`config.mk`:
```
export PLATFORM = sky130hd
export DESIGN_NAME = uart_receiver
export DESIGN_NICKNAME = d
export VERILOG_FILES = /design/src/rtl/uart_pkg.sv /design/src/rtl/uart_receiver.sv
export SDC_FILE = /design/constraint.sdc
export NUM_CORES = 1
export LEC_CHECK = 0
export CORE_AREA = 2 2 39 41
export DETAILED_ROUTE_END_ITERATION = 8
export DIE_AREA = 0 0 41 43
export GPL_ROUTABILITY_DRIVEN = 1
export PLACE_DENSITY = 0.68
export SLEW_MARGIN = 15
export SYNTH_ARGS = -nofsm -noshare
export SYNTH_HDL_FRONTEND = slang
export SYNTH_SLANG_ARGS = --single-unit
```
`constraint.sdc`:
```
create_clock -name clk -period 1.8 [get_ports clk]
set_clock_uncertainty 0.2 [all_clocks]
set_input_delay 0.54 -clock clk [delete_from_list [all_inputs] [get_ports clk]]
set_output_delay 0.54 -clock clk [all_outputs]
set_load 0.01 [all_outputs]
```
`src/rtl/uart_pkg.sv`:
```
// uart_pkg: shared definitions for the bring-up UART path (receiver now,
// transmitter later).
//   uart_state_t      - two-state frame FSM encoding (IDLE, DATA)
//   DATA_BITS_DEFAULT - default number of data bits per frame
package uart_pkg;

  localparam int DATA_BITS_DEFAULT = 8;

  typedef enum logic {
    IDLE = 1'b0,
    DATA = 1'b1
  } uart_state_t;

endpackage

```
`src/rtl/uart_receiver.sv`:
```
// uart_receiver: minimal serial-to-parallel receiver, one bit per clk edge,
// no oversampling, no stop-bit check, MSB-first shift into data[0].
// Ports:
//   clk  - system clock, all state updates on the rising edge
//   rst  - asynchronous active-high reset
//   rx   - serial line (pre-synchronised), idle high, start bit low
//   rdy  - high once a full word has been shifted in; cleared by next start
//   data - shift register contents, visible at all times (partial words too)
//
// state | meaning
// ------+---------------------------------------------------------------
// IDLE  | waiting for a low sample on rx; data/rdy hold
// DATA  | shifting DATA_BITS samples into data; cnt tracks the bit index
//
// DATA_BITS must be at least 2 (the shift and counter widths assume it).
module uart_receiver
  import uart_pkg::*;
#(
  parameter int DATA_BITS = DATA_BITS_DEFAULT
) (
  input  logic                 clk,
  input  logic                 rst,
  input  logic                 rx,
  output logic                 rdy,
  output logic [DATA_BITS-1:0] data
);

  localparam int CW = $clog2(DATA_BITS);
  localparam logic [CW-1:0] LAST_BIT = CW'(DATA_BITS - 1);

  uart_state_t          state, state_nxt;
  logic [CW-1:0]        cnt, cnt_nxt;
  logic [DATA_BITS-1:0] data_nxt;
  logic                 rdy_nxt;

  always_ff @(posedge clk or posedge rst) begin
    if (rst) begin
      state <= IDLE;
      cnt   <= '0;
      data  <= '0;
      rdy   <= 1'b0;
    end else begin
      state <= state_nxt;
      cnt   <= cnt_nxt;
      data  <= data_nxt;
      rdy   <= rdy_nxt;
    end
  end

  always_comb begin
    state_nxt = state;
    cnt_nxt   = cnt;
    data_nxt  = data;
    rdy_nxt   = rdy;
    unique case (state)
      IDLE: begin
        // The previous word is deliberately left in data so a late reader
        // still sees it; only rdy drops on a new start.
        if (!rx) begin
          state_nxt = DATA;
          cnt_nxt   = '0;
          rdy_nxt   = 1'b0;
        end
      end
      DATA: begin
        data_nxt = {data[DATA_BITS-2:0], rx};
        if (cnt == LAST_BIT) begin
          // Return straight to IDLE: the following edge may already be
          // the next start bit (no stop-bit slot).
          state_nxt = IDLE;
          rdy_nxt   = 1'b1;
          cnt_nxt   = '0;
        end else begin
          cnt_nxt = cnt + 1'b1;
        end
      end
      default: state_nxt = IDLE;
    endcase
  end

endmodule

```
==> impl_metrics.py <==
metrics = {
    "critical_path": {
        "endpoint_kind": "primary output",
        "criticalPathCategory": "reg2out",
        "worstPathRequired_ns": 1.06,
        "cp_slowest_cell": "dfrtp_1",
        "rr_startpoint": "state",
        "cp_cell_sequence": "dlygate4sd2_1",
        "cp_max_fo": 3,
        "timing.rr.end": "data[0]",
        "r2r_cells": 1,
        "ff2ff_setup_slack_ns": 0.35,
        "cpPeakStageDelay_ns": 0.40,
        "cp.arrival_ns": 0.97,
        "cp.buffers_inverters": 1,
        "start_kind": "flip-flop",
        "cp_top_family": "flip-flops",
    },
    "synthesis": {
        "ys_ff_latch": 13,
        "ys_types": 16,
        "yosysSeqAreaShare": 0.578,
        "ys.warnings.count": 0,
        "netlist_area_sq_um": 563,
        "synth_nets": 45,
        "syn_avg_cell_area_sq_um": 14.4,
        "synthCells": 39,
    },
    "timing": {
        "final_max_slew_viol_count": 0,
        "hold_viol_final": 0,
        "setup-tns-final_ns": 0,
        "finalSetupViolations": 0,
        "tightestPinTransition_ns": 0.608,
        "rsz0062_at_grt": "false",
        "whs_ns": 0.329,
        "max_freq_mhz": 586,
        "fin_crit_ns": 1.71,
        "fin_crit_sh": 0.949,
        "relSlewSlack": 0.595,
    },
    "drt": {
        "drt_pre_antenna_iters": 3,
        "num_vias": 344,
        "antenna_left": 0,
        "wl_microns": 856,
        "post_drt_via_cell_ratio": 4.99,
        "drtIter0Drc": 2,
        "wl_per_cell_microns": 12.4,
        "remaining_drc_errors": 0,
    },
    "placement": {
        "io_buffers": 11,
        "place_area_sq_um": 674,
        "detailed_place_hpwl_microns": 600,
        "gp_congestion": 0.684,
    },
    "clock_tree": {
        "cts.sinks": 13,
        "htree_num_levels": 1,
        "cts_setup_buffers": 0,
        "cts_hold_buffers": 0,
        "cts_tree": "yes",
        "cts-resized-gates": 9,
        "numCtsBuffers": 3,
        "cts-root-buf": "clkbuf_4",
        "clk_pin_slew_ns": 0.08,
        "clk_path_buf_depth": 2,
        "insertion_delay_ns": 0.28,
    },
    "floorplan": {
        "die_w_microns": 41,
        "rows": 14,
        "core_region_area_sq_um": 1380,
        "ios": 12,
        "dieHeight_microns": 43,
        "die_area_sq_um": 1760,
        "start_util": 0.407,
    },
    "global_routing": {
        "grt_pass1_vias": 328,
        "grt_util_all_layers": 0.132,
        "antenna_found_initial": 0,
        "grt_pass1_wl_mm": 1.47,
        "grt_max_degree": 17,
        "grt.overflow.total": 0,
    },
    "pwr": {
        "power_density_nw_per_um2": 1870,
        "p_total_mw": 1.29,
        "ir_drop_v": 0.000701,
        "leakage_nw": 0.337,
    },
    "worst_hold_path": {
        "min_to": "data[7]",
        "hold_start": "data[7]",
        "min_path_cells": 1,
        "holdCritPathClass": "reg2reg",
    },
    "finish": {
        "drive_above_1_share": 0.226,
        "layout.nets": 60,
        "mostFrequentLayoutCells": "13 x dfrtp_1, 9 x dlygate4sd2_1, 4 x mux2_4, 4 x mux2_2",
        "final_common_cell": "dfrtp_1",
        "areaGrowthSynthToFinish_pct": 22.4,
        "finish.utilization": 0.498,
        "insertedDiodeCount": 0,
        "design_area_sq_um": 689,
    },
    "flow_run": {
        "drv_cap": 0,
    },
    "status": {
        "status": "completed",
    },
}
logic make-up (layout without fill, tap and decap cells):
logic type	after synthesis	count (layout)	synth area share
AND/OR/NAND/NOR	7	7	0.0623
flip-flops	13	13	0.578
buffers and inverters	3	17	0.0533
multiplexers	8	8	0.187
adder cells (fa/ha/maj)	3	3	0.0667
AO/OA/AOI/OAI	5	5	0.0533
registers in the layout (all words and copies together) (netlist names):
signal  cells
state       1
cnt         3
rdy         1
data        8
report_power, final:
part           switching, mW  total (mW)  internal [mW]
sequential             0.152       0.596          0.443
clock                 0.0986       0.185         0.0861
combinational          0.176       0.512          0.335
synthesized netlist by cell type (all sizes together):
master | number | share of area
ha | 3 | 0.067
nand2 | 2 | 0.013
buf | 2 | 0.047
nand3b | 1 | 0.013
o22ai | 1 | 0.011
inv | 1 | 0.0067
a22o | 1 | 0.016
nand2b | 1 | 0.011
a21oi | 2 | 0.018
nor2 | 2 | 0.013
dfrtp | 13 | 0.58
mux2 | 8 | 0.19
nor2b | 1 | 0.011
o21ai | 1 | 0.0089
layout make-up:
class / instances / area (sq um)
inverters: 1 / 3.75
flip-flops and latches: 13 / 325
fillers: 133 / 694
clock buffers: 4 / 26.3
well taps: 16 / 20.0
repair buffers: 12 / 106
multi-input cells: 23 / 208
per-layer routing:
metal	vias up	track usage	routed length [microns]
met5	-	0	0
met4	0	0.120	40
met3	5	0.0314	36
met2	9	0.169	407
met1	169	0.174	371
li1	161	-	-
through the flow:
step                      worst slack (ns)  std cells
after floorplan                      0.429         39
after global placement              0.0968         65
after detailed placement            0.0740         65
after CTS                           0.0800         69
after global routing                0.0565         69
final                               0.0921         69
worst max path at each step:
stage | cells after the start | end | start
floorplan | 3 | cnt[2] | cnt[0]
global placement | 3 | cnt[2] | rx
detailed placement | 3 | cnt[2] | rx
CTS | 1 | data[5] | data[5]
global route | 1 | data[6] | data[6]
finish | 1 | data[1] | data[1]
Power figures use the tool's default switching activity.
